**src/rtl/seq_out_gen.sv**
```systemverilog
// Purpose: start-triggered sequencer that walks N_OUT channels, channel 0 first,
//          holding each one for a dwell latched when the run is accepted.
// Latency: pattern(0) is registered on the accepting edge. DONE pulses N_OUT*D edges later.
// Backpressure: none. START is only looked at in IDLE and is dropped otherwise (no queuing).
//
// Ports:
//   i_clk       clock, all state on the rising edge
//   i_rst       synchronous active-high reset, overrides START and ABORT
//   i_start     start request, level-sampled while idle
//   i_abort     cancels a running sequence (no DONE pulse)
//   i_dwell     cycles per channel (0 treated as 1), latched on accepted start
//   o_out_sig   registered channel outputs (cumulative or one-hot per MODE)
//   o_busy      registered, high while the sequence is running
//   o_done      registered one-cycle pulse on normal completion
module seq_out_gen #(
    parameter int N_OUT   = 4,
    parameter int DWELL_W = 8,
    parameter int MODE    = 0
) (
    input  logic               i_clk,
    input  logic               i_rst,
    input  logic               i_start,
    input  logic               i_abort,
    input  logic [DWELL_W-1:0] i_dwell,
    output logic [N_OUT-1:0]   o_out_sig,
    output logic               o_busy,
    output logic               o_done
);

    localparam int CH_W = ($clog2(N_OUT) < 1) ? 1 : $clog2(N_OUT);
    localparam logic [CH_W-1:0] LAST_CH = CH_W'(N_OUT - 1);

    localparam logic [1:0] S_IDLE = 2'd0;
    localparam logic [1:0] S_RUN  = 2'd1;
    localparam logic [1:0] S_FIN  = 2'd2;

    logic [1:0]         r_state;
    logic [CH_W-1:0]    r_ch;
    logic [DWELL_W-1:0] r_cnt;
    logic [DWELL_W-1:0] r_reload;   // D-1, captured at the accepting edge
    logic [N_OUT-1:0]   r_out;
    logic               r_busy;
    logic               r_done;

    logic [DWELL_W-1:0] w_dwell_eff;
    logic [CH_W-1:0]    w_ch_next;

    // A zero dwell would never let the counter expire, so it is promoted to 1.
    assign w_dwell_eff = (i_dwell == '0) ? DWELL_W'(1) : i_dwell;
    assign w_ch_next   = r_ch + CH_W'(1);

    function automatic logic [N_OUT-1:0] pattern(input logic [CH_W-1:0] ch);
        logic [N_OUT-1:0] pat;
        pat = '0;
        for (int i = 0; i < N_OUT; i++) begin
            if (MODE == 0) begin
                pat[i] = (i <= int'(ch));
            end else begin
                pat[i] = (i == int'(ch));
            end
        end
        return pat;
    endfunction

    always_ff @(posedge i_clk) begin
        if (i_rst) begin
            r_state  <= S_IDLE;
            r_ch     <= '0;
            r_cnt    <= '0;
            r_reload <= '0;
            r_out    <= '0;
            r_busy   <= 1'b0;
            r_done   <= 1'b0;
        end else begin
            case (r_state)
                S_IDLE: begin
                    r_out  <= '0;
                    r_busy <= 1'b0;
                    r_done <= 1'b0;
                    if (i_start && !i_abort) begin
                        r_state  <= S_RUN;
                        r_ch     <= '0;
                        r_cnt    <= w_dwell_eff - DWELL_W'(1);
                        r_reload <= w_dwell_eff - DWELL_W'(1);
                        r_out    <= pattern('0);
                        r_busy   <= 1'b1;
                    end
                end
                S_RUN: begin
                    if (i_abort) begin
                        // Abort wins over channel advance and over completion.
                        r_state <= S_IDLE;
                        r_ch    <= '0;
                        r_cnt   <= '0;
                        r_out   <= '0;
                        r_busy  <= 1'b0;
                        r_done  <= 1'b0;
                    end else if (r_cnt != '0) begin
                        r_cnt <= r_cnt - DWELL_W'(1);
                    end else if (r_ch != LAST_CH) begin
                        r_ch  <= w_ch_next;
                        r_cnt <= r_reload;
                        r_out <= pattern(w_ch_next);
                    end else begin
                        r_state <= S_FIN;
                        r_ch    <= '0;
                        r_out   <= '0;
                        r_busy  <= 1'b0;
                        r_done  <= 1'b1;
                    end
                end
                S_FIN: begin
                    // Single-cycle state; START and ABORT are both ignored here.
                    r_state <= S_IDLE;
                    r_done  <= 1'b0;
                end
                default: begin
                    r_state <= S_IDLE;
                    r_ch    <= '0;
                    r_cnt   <= '0;
                    r_out   <= '0;
                    r_busy  <= 1'b0;
                    r_done  <= 1'b0;
                end
            endcase
        end
    end

    assign o_out_sig = r_out;
    assign o_busy    = r_busy;
    assign o_done    = r_done;

endmodule

```
**config.mk**
```make
export PLATFORM = sky130hd
export DESIGN_NAME = seq_out_gen
export DESIGN_NICKNAME = d
export VERILOG_FILES = /design/src/rtl/seq_out_gen.sv
export SDC_FILE = /design/constraint.sdc
export NUM_CORES = 1
export LEC_CHECK = 0
export ABC_AREA = 1
export ABC_CLOCK_PERIOD_IN_PS = 1700
export CORE_MARGIN = 5
export CORE_UTILIZATION = 55
export CTS_BUF_LIST = sky130_fd_sc_hd__clkbuf_16
export DETAILED_ROUTE_END_ITERATION = 6
export GPL_TIMING_DRIVEN = 0
export PLACE_DENSITY = 0.79
export SLEW_MARGIN = 0
export SYNTH_ARGS = -nofsm -noshare
export SYNTH_HDL_FRONTEND = slang
export SYNTH_SLANG_ARGS = --single-unit
```
**constraint.sdc**
```tcl
create_clock -name i_clk -period 1.7 [get_ports i_clk]
set_input_delay 0.17 -clock i_clk [delete_from_list [all_inputs] [get_ports i_clk]]
set_output_delay 0.17 -clock i_clk [all_outputs]
set_load 0.02 [all_outputs]
```
After elaboration in Yosys (flattened, before gate mapping)
Index checks and enable logic that the tools add are counted.
{ "word_totals": {"register_bits": 26, "in_bits": 12, "wordCells": 63, "out_inout_bits": 6} }
{ "classes": {"n_mux": 26, "eq_ne": 7, "bitwise": 4, "add_sub_neg": 3, "magnitude_cmp": 3, "n_reduce_logical": 13} }
{ "op_table": {"columns": ["cell", "n"], "rows": [
  ["$mux W8", 5],
  ["$pmux W8 S3", 1],
  ["$mux W2", 8],
  ["$sub A8 B1 Y8 const B", 2],
  ["$mux W4", 3],
  ["$pmux W4 S3", 1],
  ["$reduce_and A3 Y1", 4],
  ["$logic_not A8 Y1", 1],
  ["$reduce_bool A8 Y1", 1],
  ["$ne A3 B3 Y1 const B", 2],
  ["$pmux W2 S3", 1],
  ["$reduce_and A2 Y1", 3],
  ["$mux W1", 5],
  ["$le A2 B2 Y1 const A", 2],
  ["$ne A2 B2 Y1 const B", 2],
  ["$ne A4 B4 Y1 const B", 1],
  ["$not A1 Y1", 4],
  ["$pmux W2 S2", 1],
  ["$pmux W1 S3", 1],
  ["$reduce_or A3 Y1", 1],
  ["$add A2 B1 Y2 const B", 1],
  ["$eq A2 B1 Y1 const B", 1],
  ["$eq A2 B2 Y1 const B", 1],
  ["$le A1 B2 Y1 const A", 1],
  ["other kinds (3)", 3]
]} }

Depth between registers and ports, before layout
{ "depth": {"word_depth": 6, "mapped_depth": 13, "depth_no_buf": 13} }

Worst setup path after synthesis
No wires, ideal clock.
{ "synth_timing": {"kind": "input to register", "start": "in i_dwell[4]", "end": "reg r_cnt[4]", "setup_slack_ns": 0.237, "n_path_buf": 0, "required_ns": 1.629, "arrival_time_ns": 1.392, "cell_stages": 13, "setup_time_ns": 0.071, "cell_sequence": "inv_1 nand2_1 nor2_1 nand2_1 nand2_1 inv_1 ha_1 nand3_1 xor2_1 nand2_1 nand2_1 nand2_1 a21oi_1"} }
{ "synth_via": {"elab_chain_len": 5} }
{ "synth_lines": {"columns": ["item", "line", "text"], "rows": [
  ["from (decl)", "24", "input logic [DWELL_W-1:0] i_dwell,"],
  ["$logic_not A8 Y1", "49", "assign w_dwell_eff = (i_dwell == '0) ? DWELL_W'(1) : i_dwell;"],
  ["$mux W8 *", "49", null],
  ["$sub A8 B1 Y8 *", "83", "r_cnt <= w_dwell_eff - DWELL_W'(1);"],
  ["$mux W8 *", "80", "if (i_start && !i_abort) begin"],
  ["$pmux W8 S3 *", "75", "case (r_state)"],
  ["to (signal assigned)", "83", null],
  ["to (signal assigned)", "99", "r_cnt <= r_cnt - DWELL_W'(1);"],
  ["to (signal assigned)", "102", "r_cnt <= r_reload;"],
  ["to (decl)", "39", "logic [DWELL_W-1:0] r_cnt;"]
]} }
Mark *: on every way between the ends. The rest lies on a longest branch, timed or not. The select of a mux whose other input is x is not followed.
A chain may end at the register's enable or synchronous reset.

Worst setup path after layout
{ "layout_timing": {"start": "reg r_cnt[0]", "end": "reg r_out[1] (netlist: o_out_sig[1])"} }
{ "layout_via": {"elab_chain_len": 3} }
{ "layout_lines": {"columns": ["item", "line", "text"], "rows": [
  ["$reduce_bool A8 Y1", "98", "end else if (r_cnt != '0) begin"],
  ["$ne A3 B3 Y1 (no source line)", null, null],
  ["$reduce_and A2 Y1 (no source line)", null, null],
  ["to (signal assigned)", "85", "r_out <= pattern('0);"],
  ["to (signal assigned)", "103", "r_out <= pattern(w_ch_next);"],
  ["to (decl)", "41", "logic [N_OUT-1:0] r_out;"]
]} }
No other way between the ends.

==> results.cfg <==
[finish]
final_nets = 288
seq_area_sq_um = 522
final_cells = 301
drive_above_1_share = 0.189
area_delta_synth_final_pct = 28.8
antenna_cells = 0
multi_input_area_sq_um = 941
final_util = 0.735
fillCellCount = 229

[worst_hold_path]
holdPathStages = 3
hold_path_end = r_reload[7]
hold_class = input port to flop
hold_start = i_dwell[7]

[worst_setup_path]
worstReg2RegStart = r_cnt[0]
critPathArrivalTime_ns = 1.74
max_stage_delay_ns = 0.34
worst-path-buf-inv = 4
slowest_stage = dfxtp_1
cp-start-kind = flop
path_cells = inv_2 > ha_1 > nand3_2 > nor2_4 > buf_8 > o21ai_4 > inv_2 > buf_4 > o21ai_1 > nor2_1
worst-path-max-fanout = 10
required_ns = 1.85
endpoint_kind = flop
cp_top_family = buffers and inverters
path_common_cell = inv_2
reg2reg_to = o_out_sig[1]
path_class = flop to flop
r2r_setup_slack_ns = 0.11
reg2reg_depth = 10

[floorplan]
initial_core_util = 0.571
die_h_um = 63.3
die_x_um = 63.3
num_rows = 19
core_area_sq_um = 2730
dieArea_sq_um = 4000
num_io_pins = 18

[global_route]
grt_max_degree = 15
grt_remaining_overflow = 0
grt_pass1_wl_um = 6180
grt_pass1_vias = 1449
antenna_found_initial = 0
grt_use_total = 0.186

[pwr]
leakage_nw = 0.951
ir_drop_mv = 0.707
p_total_mw = 1.62
cellPowerDensity_nw_per_um2 = 807

[placement]
routabilityCongestion = 0.852
dp_cells = 286
io_buffers = 16
hpwlAfterDp_um = 2620

[synth]
synth-seq-cells = 26
syn_inst = 239
synth_area_sq_um = 1560
syn_area_per_cell_sq_um = 6.53
seq_area_frac_synth = 0.333
synth_nets = 256
yosysWarnings = 0
synth_cell_types = 30

[clock_tree]
cts.reportedPaths.clkPinSlew_ns = 0.06
cts_tree = built
clk_path_buf_depth = 2
cts_hold_buf = 0
clk_latency_ns = 0.26
htree_num_levels = 1
clock-sinks = 26
cts_buffers = 3
cts-root-buf = clkbuf_16

[timing]
tightest_slew_ns = 0.533
final_hold_viol_count = 0
setup_violations = 0
relSlewSlack = 0.645
final_max_slew_viol_count = 0
setup_tns_ns = 0
fmax_mhz = 631
fin_crit_ns = 1.59
finalClockSkew_ns = 0.00486
timing.final.crit_share = 0.933

[routing]
dr.pass1.iters = 4
vias_per_cell = 5.20
wl_per_cell_um = 12.4
drc = 0
wirelength_um = 3730
ant_nets = 0
first_iter_violations = 56
vias = 1564

[flow_run]
drv_cap = 0

[status]
status = completed
==> worst max-delay path by stage <==
stage	end	startpoint	cells past startpoint
after floorplan	r_cnt[4]	i_dwell[4]	13
after global placement	r_cnt[4]	i_dwell[2]	14
after detailed placement	r_cnt[4]	i_dwell[2]	14
after CTS	r_cnt[4]	i_dwell[3]	14
after global routing	o_out_sig[3]	r_cnt[0]	10
final	o_out_sig[1]	r_cnt[0]	10
==> power breakdown <==
| group | total (mW) | internal [mW] | switching [mW] | leakage (nW) |
|---|---|---|---|---|
| Combinational | 0.431 | 0.175 | 0.256 | 0.699 |
| Clock | 0.522 | 0.315 | 0.207 | 0.0385 |
| Sequential | 0.669 | 0.645 | 0.0241 | 0.213 |
==> kinds of logic (layout without fill, tap and decap cells) <==
family | count (synthesis) | count (layout) | share of synthesized area
buffers and inverters | 43 | 74 | 0.111
xor gates and xnor gates | 6 | 6 | 0.0337
AOI/OAI and AO/OA | 41 | 41 | 0.155
and+or+nand+nor | 118 | 118 | 0.327
adders and majority gates | 5 | 5 | 0.0401
DFF | 26 | 26 | 0.333
==> layer usage <==
| layer | routed length [um] | GRT usage | up-vias |
|---|---|---|---|
| li1 | - | - | 814 |
| met1 | 1570 | 0.221 | 711 |
| met2 | 1940 | 0.333 | 33 |
| met3 | 168 | 0.0373 | 6 |
| met4 | 52 | 0.0545 | 0 |
| met5 | 0 | 0 | - |
==> cells in the final DEF (no fill, tap or decap), types with 3 or more instances in the layout <==
master	count
inv_2	12
clkbuf_16	3
inv_1	26
nand4_1	3
clkdlybuf4s50_1	10
buf_4	11
nand2_1	64
a21oi_1	20
o21ai_0	3
a211oi_1	3
nand3_1	11
dfxtp_1	25
ha_1	4
a21oi_2	3
o21ai_1	6
nor2_4	3
nor2_1	27
dlymetal6s2s_1	5
==> layout make-up <==
| cell class | instances | share of cell area |
|---|---|---|
| Buffer | 4 | 0.0137 |
| Tap cell | 31 | 0.0193 |
| Clock inverter | 1 | 0.00187 |
| Sequential cell | 26 | 0.259 |
| Multi-Input combinational cell | 170 | 0.468 |
| Timing Repair Buffer | 27 | 0.126 |
| Inverter | 39 | 0.0741 |
| Clock buffer | 3 | 0.0373 |
==> synth_stat cells <==
cell,number,share of area
buf_2,1,0.0032
ha_1,5,0.040
a211oi_1,3,0.014
nor3_2,1,0.0064
a21oi_2,2,0.011
buf_6,1,0.0072
nor3_1,1,0.0032
inv_4,1,0.0040
nand4_1,3,0.012
nand3_2,1,0.0064
nand2_2,1,0.0040
inv_1,33,0.079
inv_2,5,0.012
xor2_1,4,0.022
nor2_1,28,0.067
o21ai_1,6,0.019
clkbuf_1,2,0.0048
nor2_2,2,0.0080
o21ai_2,1,0.0056
a21oi_1,21,0.067
xnor2_1,2,0.011
nand2_1,65,0.16
o21ai_4,1,0.010
dfxtp_1,26,0.33
nand2_4,1,0.0072
o211ai_1,2,0.0096
nor2_4,2,0.014
o21ai_0,3,0.0096
o22ai_1,2,0.0080
nand3_1,13,0.042
==> sequential cells by signal, summed over array words and instances, names as in the netlist <==
signal,count
r_cnt,8
r_state,2
o_out_sig,4
r_reload,8
o_busy,1
o_done,1
r_ch,2
==> per-stage QoR <==
| step | cell area [sq um] | hold slack [ns] | setup slack (ns) |
|---|---|---|---|
| floorplan | 1560 | 0.386 | 0.237 |
| global placement | 1760 | 0.443 | -0.469 |
| detailed placement | 1760 | 0.444 | -0.463 |
| CTS | 1880 | 0.342 | 0.0124 |
| global route | 2010 | 0.329 | -0.00701 |
| finish | 2010 | 0.313 | 0.114 |
==> timing repair <==
action	CTS	global route
gates resized for setup	8	20
endpoints found under the setup margin	4	10
buffers inserted	4	7
gates cloned	0	0
pin swaps	3	7
==> worst register-to-register path, cell delays in order (launching register included) <==
cell and delay, ns:
dfxtp_1 0.34, inv_2 0.06, ha_1 0.20, nand3_2 0.09, nor2_4 0.05, buf_8 0.14, o21ai_4 0.21, inv_2 0.08
buf_4 0.14, o21ai_1 0.11, nor2_1 0.05
(Power assumes the default switching activity.)
